--- config.mk ---
export PLATFORM = sky130hd
export DESIGN_NAME = alu_control
export DESIGN_NICKNAME = d
export VERILOG_FILES = /design/src/rtl/alu_control.sv
export SDC_FILE = /design/constraint.sdc
export NUM_CORES = 1
export LEC_CHECK = 0
export BUFFER_PORTS_ARGS = -buffer_cell sky130_fd_sc_hd__buf_4
export CAP_MARGIN = 5
export CELL_PAD_IN_SITES_DETAIL_PLACEMENT = 1
export CELL_PAD_IN_SITES_GLOBAL_PLACEMENT = 1
export CORE_AREA = 10 10 47 49
export CTS_CLUSTER_SIZE = 10
export DETAILED_ROUTE_END_ITERATION = 12
export DIE_AREA = 0 0 57 59
export PLACE_DENSITY = 0.77
export SLEW_MARGIN = 40
export SYNTH_ARGS = -nofsm -noshare
export SYNTH_HDL_FRONTEND = slang
export SYNTH_SLANG_ARGS = --single-unit
--- constraint.sdc ---
create_clock -name clk -period 1.12 [get_ports clk]
set_clock_uncertainty 0.05 [all_clocks]
set_input_delay 0.224 -clock clk [delete_from_list [all_inputs] [get_ports clk]]
set_output_delay 0.224 -clock clk [all_outputs]
set_load 0.02 [all_outputs]
--- src/rtl/alu_control.sv ---
// ALU control decoder: maps (aluop, opcode, funct) to a registered 4-bit ALU select plus an illegal-decode flag.
// Optional build macro ALU_CONTROL_NOR_EN enables the R-type nor (funct 100111) decode.
module alu_control (
  input  logic       clk,
  input  logic       reset,
  input  logic [5:0] funct,
  input  logic [5:0] opcode,
  input  logic [1:0] aluop,
  output logic [3:0] alucontrol,
  output logic       illegal
);

  localparam logic [3:0] ALU_AND = 4'b0000;
  localparam logic [3:0] ALU_OR  = 4'b0001;
  localparam logic [3:0] ALU_ADD = 4'b0010;
  localparam logic [3:0] ALU_SUB = 4'b0110;
  localparam logic [3:0] ALU_SLT = 4'b0111;
`ifdef ALU_CONTROL_NOR_EN
  localparam logic [3:0] ALU_NOR = 4'b1100;
`endif

  logic [3:0] alucontrol_d, alucontrol_q;
  logic       illegal_d, illegal_q;

  // Every branch falls back to ADD/illegal; an X/Z selector never matches a
  // case item, so unknown inputs land on the defaults instead of propagating.
  always_comb begin
    alucontrol_d = ALU_ADD;
    illegal_d    = 1'b1;
    case (aluop)
      2'b00: begin
        alucontrol_d = ALU_ADD;
        illegal_d    = 1'b0;
      end
      2'b01: begin
        alucontrol_d = ALU_SUB;
        illegal_d    = 1'b0;
      end
      2'b10: begin
        case (opcode)
          6'b001000, 6'b001001: begin alucontrol_d = ALU_ADD; illegal_d = 1'b0; end
          6'b001100:            begin alucontrol_d = ALU_AND; illegal_d = 1'b0; end
          6'b001101:            begin alucontrol_d = ALU_OR;  illegal_d = 1'b0; end
          6'b001010, 6'b001011: begin alucontrol_d = ALU_SLT; illegal_d = 1'b0; end
          default:              begin alucontrol_d = ALU_ADD; illegal_d = 1'b1; end
        endcase
      end
      2'b11: begin
        case (funct)
          6'b100000, 6'b100001: begin alucontrol_d = ALU_ADD; illegal_d = 1'b0; end
          6'b100010, 6'b100011: begin alucontrol_d = ALU_SUB; illegal_d = 1'b0; end
          6'b100100:            begin alucontrol_d = ALU_AND; illegal_d = 1'b0; end
          6'b100101:            begin alucontrol_d = ALU_OR;  illegal_d = 1'b0; end
          6'b101010:            begin alucontrol_d = ALU_SLT; illegal_d = 1'b0; end
`ifdef ALU_CONTROL_NOR_EN
          6'b100111:            begin alucontrol_d = ALU_NOR; illegal_d = 1'b0; end
`endif
          default:              begin alucontrol_d = ALU_ADD; illegal_d = 1'b1; end
        endcase
      end
      default: begin
        alucontrol_d = ALU_ADD;
        illegal_d    = 1'b1;
      end
    endcase
  end

  always_ff @(posedge clk) begin
    if (reset) begin
      alucontrol_q <= 4'b0000;
      illegal_q    <= 1'b0;
    end else begin
      alucontrol_q <= alucontrol_d;
      illegal_q    <= illegal_d;
    end
  end

  assign alucontrol = alucontrol_q;
  assign illegal    = illegal_q;

endmodule

### Word-level counts from Yosys, hierarchy flattened

Cells that the tools add are included.

| word-level totals | value |
|---|---|
| bits in registers | 5 |
| input port bits | 16 |
| logic and storage cells | 30 |

| cells by class | value |
|---|---|
| equal/unequal tests | 16 |
| multiplexer cells | 6 |
| reduce and logical (&&, ||, !) cells | 6 |

Operators with widths:

| kind | number |
|---|---|
| == test 6 bit, second input constant | 7 |
| == test 6 x 4 -> 1 bit, second input constant | 6 |
| case mux 4 bit (4 select lines) | 1 |
| case mux 3 bit (4 select lines) | 1 |
| case mux 3 bit (3 select lines) | 1 |
| OR reduction 7 bit | 1 |
| OR reduction 2 bit | 3 |
| OR reduction 6 bit | 1 |
| == test 2 bit, second input constant | 2 |
| case mux 1 bit (3 select lines) | 1 |
| == test 2 x 1 -> 1 bit, second input constant | 1 |
| logical NOT 2 bit | 1 |
| two-way mux 1 bit | 2 |

### Depth between registers and ports, before layout

| depth | value |
|---|---|
| word-level depth | 4 |
| gate-level depth with buffers | 3 |

### Worst setup path before layout

OpenSTA, ideal clock, no wires.

| timing path | value |
|---|---|
| path kind | input to register |
| start point | input port funct[0] |
| end point | register illegal_q, in the netlist illegal |
| setup time | 0.118 ns |
| arrival time | 0.832 ns |
| path slack | 0.121 ns |
| stages | 3 |
| buffers on the path | 0 |
| path through | nand2b_1 -> a221o_1 -> o2111a_1 |

| on the way | value |
|---|---|
| word-level cells in the longest chain between the ends | 4 |
| elaborated cells between the ends (all ways) | 10 |
| classes of those cells | 7 x eq/ne; 2 x mux; 1 x reduce/logical |

RTL lines:

| what | RTL line | source |
|---|---|---|
| from (decl) | 6 | `input logic [5:0] funct,` |
| == test 6 bit | 49 | `case (funct)` |
| OR reduction 7 bit (no source line) (*) | - |  |
| two-way mux 1 bit (*) | 49 |  |
| case mux 1 bit (3 select lines) (*) | 30 | `case (aluop)` |
| to (signal assigned) | 74 | `illegal_q <= illegal_d;` |
| to (decl) | 23 | `logic illegal_d, illegal_q;` |

Every way passes the cells marked *; elsewhere a longest branch is shown, timed or not.
A chain may end at the register's enable or synchronous reset.

### Worst setup path after layout

| timing path | value |
|---|---|
| start point | register illegal_q, in the netlist illegal |
| end point | output port illegal |

RTL lines:

| what | RTL line | source |
|---|---|---|
| to (decl) | 10 | `output logic illegal` |

No word-level cell between the ends.

==> results by group <==
Power and ir drop
  • VDD IR max: ~0.26 mV
  • Power Density: 919 nW/µm²
  • Leakage: approximately 0.23 nW
  • Total power draw: approximately 0.00044 W

Yosys
  • Yosys warns: 0
  • Xor and xnor area share after synthesis: 0%
  • Synth Area in Compound Gates: between 10% and 20%
  • Seq cells post-synth: 4
  • Synth Instances: 32
  • Post-synthesis sequential area ratio: a little over a quarter
  • Synth Area in Simple Gates: 47.9%
  • Synth Area in Adders: 0%
  • Net Count, Synth: 48
  • Mean Syn Cell Area: a little over 9 µm²
  • Main combinational cell family by area after synthesis: simple AND/OR/NAND/NOR gates
  • Synth cell types: 22
  • Mux share of post-synthesis cell area: 0%
  • Mapped cell area: 293 µm²

Final layout
  • Fraction of layout cells with a size suffix above 1: around 46%
  • Ant diodes: 0
  • Area delta synth->final: 63.2%
  • Finished Core Util: about a third
  • Nets: about 70

STA
  • Setup violators final: 0
  • Period utilization: between 80% and 90%
  • RSZ-0062 raised after global routing: no
  • Max-slew violations: 0
  • Final hold vios: 0
  • Max Fclk: 1040 MHz
  • Fin crit period: 958 ps

Floorplanning
  • Die Wd: approximately 57 µm
  • IO Pins: 21
  • Row count: 14
  • Area of the core: approximately 1400 µm²
  • DIE HEIGHT: 59 µm
  • Initial Util: roughly a fifth
  • DIE AREA: approximately 3400 µm²

Clock tree
  • Root buffer cell: clkbuf_4
  • PostCTS Resize Cnt: 0
  • CTS clk-pin slew, worst paths: roughly 40 ps
  • CTS tree: built
  • CTS buffer count: 3
  • Post-CTS Setup Bufs: 0
  • H-tree depth: 1
  • Hold_buf cts: 0
  • Deepest clock path buffer count: 2
  • Clock Sinks: 4

GRT
  • GRT Overall Usage: 5.99%
  • Grt met3 use: under 10%
  • GRT overflow: 0
  • First-pass GRT wire length: between 1.5 and 2 mm
  • Vias in the first global route: around 380
  • Initial antenna violation count: 0
  • Gr busiest metal: met2
  • Met1 Track Usage GR: approximately 6.5%
  • Global Route met2 Usage: under 10%
  • Largest net degree at the start of global routing: 7

Detailed routing
  • DR vias/cell: 4.77
  • DR DRC count: 0
  • Wire per inst: around 13 µm
  • DR vias: between 300 and 400
  • DR iter-0 viols: 2
  • DR pass1 iterations: 2
  • Final wirelength: about 930 µm
  • DRT antenna net count: 0

Critical path
  • Arrival @ worst endpoint: approximately 680 ps
  • Worst-path fanout max: 1
  • Critical Path End Type: primary output
  • Crit-path slowest cell: dfxtp_1
  • Crit-path cells: buf_4
  • Worst EP required: approximately 850 ps
  • Top delay family on crit path: flip-flops
  • Crit start category: register
  • Worst path max stage delay: just over 300 ps
  • WS Path Type: reg2out
  • Worst path bufs/invs: 1

Placement
  • GPL Wtd Cong: around 0.66
  • I/O Buffers: 19

Flow run
  • Max-cap viol count: 0

Outcome
  • Status: finished, final reports clean

Min path
  • Hold_sp: reset
  • Hold WC Path Type: in2reg
  • Hold Path End: alucontrol[0]
  • Worst Hold Depth: 2
## cells in the final DEF (no fill, tap or decap), types with 2 or more instances in the layout
master     n
inv_1      2
nand2b_1   2
and4b_1    2
buf_4     20
clkbuf_4   3
dfxtp_1    4
nor2b_1    2
and4bb_1   3
nand2_1    2
## state kept, by name, indices dropped and copies added, names as in the netlist
register / cells
alucontrol: 3
illegal: 1
## routing by layer
layer  vias to the layer above  share of wire, %
li1                        166                 -
met1                       149                46
met2                        19                42
met3                         0                12
met4                         0                 0
met5                         -                 0
## how the worst max path moves through the flow
| stage | startpoint | to | cells past startpoint |
|---|---|---|---|
| 3_3_place_gp | funct[0] | illegal | 4 |
| 3_5_place_dp | funct[0] | illegal | 4 |
| 5_1_grt | alucontrol[1] | alucontrol[1] | 1 |
| 6_report | illegal | illegal | 1 |
| 4_1_cts | illegal | illegal | 1 |
| 2_1_floorplan | funct[0] | illegal | 3 |
## metrics by stage
stage / std cells / setup TNS (ps) / area [µm²] / worst slack (ps) / hold slack [ps]
after floorplan: 32 / 0 / 293 / 121 / 243
after global placement: 67 / -21.4 / 455 / -21.4 / 365
after detailed placement: 67 / -24.7 / 455 / -24.7 / 369
after CTS: 70 / 0 / 478 / 155 / 119
after global routing: 70 / 0 / 478 / 136 / 140
final: 70 / 0 / 478 / 162 / 127
## final cells by class
type                    count  area, µm²
clock buffers               3       22.5
fillers                   172        923
inverters                   2       7.51
multi-input cells          25        198
flip-flops and latches      4       80.1
well taps                  16       20.0
repair buffers             20        150
## cells in the mapped netlist
library cell / instances / area, µm²
dfxtp_1: 4 / 80.1
and4bb_1: 3 / 37.5
and4b_1: 2 / 20.0
inv_1: 2 / 7.51
nand2_1: 2 / 7.51
nand2b_1: 2 / 12.5
nor2b_1: 2 / 12.5
a21boi_1: 1 / 7.51
a21oi_1: 1 / 5.00
a221o_1: 1 / 10.0
and3b_1: 1 / 8.76
and4bb_2: 1 / 12.5
buf_4: 1 / 7.51
conb_1: 1 / 3.75
nand3_1: 1 / 5.00
nand4_1: 1 / 6.26
nor3_1: 1 / 5.00
nor3b_2: 1 / 12.5
o2111a_1: 1 / 11.3
o211ai_1: 1 / 7.51
o21ai_1: 1 / 5.00
o31ai_1: 1 / 7.51
## cells by family (layout without fill, tap and decap cells)
family          after synthesis  after routing
flops                         4              4
buf+inv                       3             25
other cells                   1              1
compound gates                7              7
simple gates                 17             17
## power by group
part           leakage (nW)  internal, W  switching (W)
Clock                0.0138     0.000120      0.0000588
Combinational         0.185    0.0000632      0.0000458
Sequential           0.0330     0.000150     0.00000192
Total                 0.232     0.000333       0.000107
Note: power is estimated with default switching activity, not from simulation.
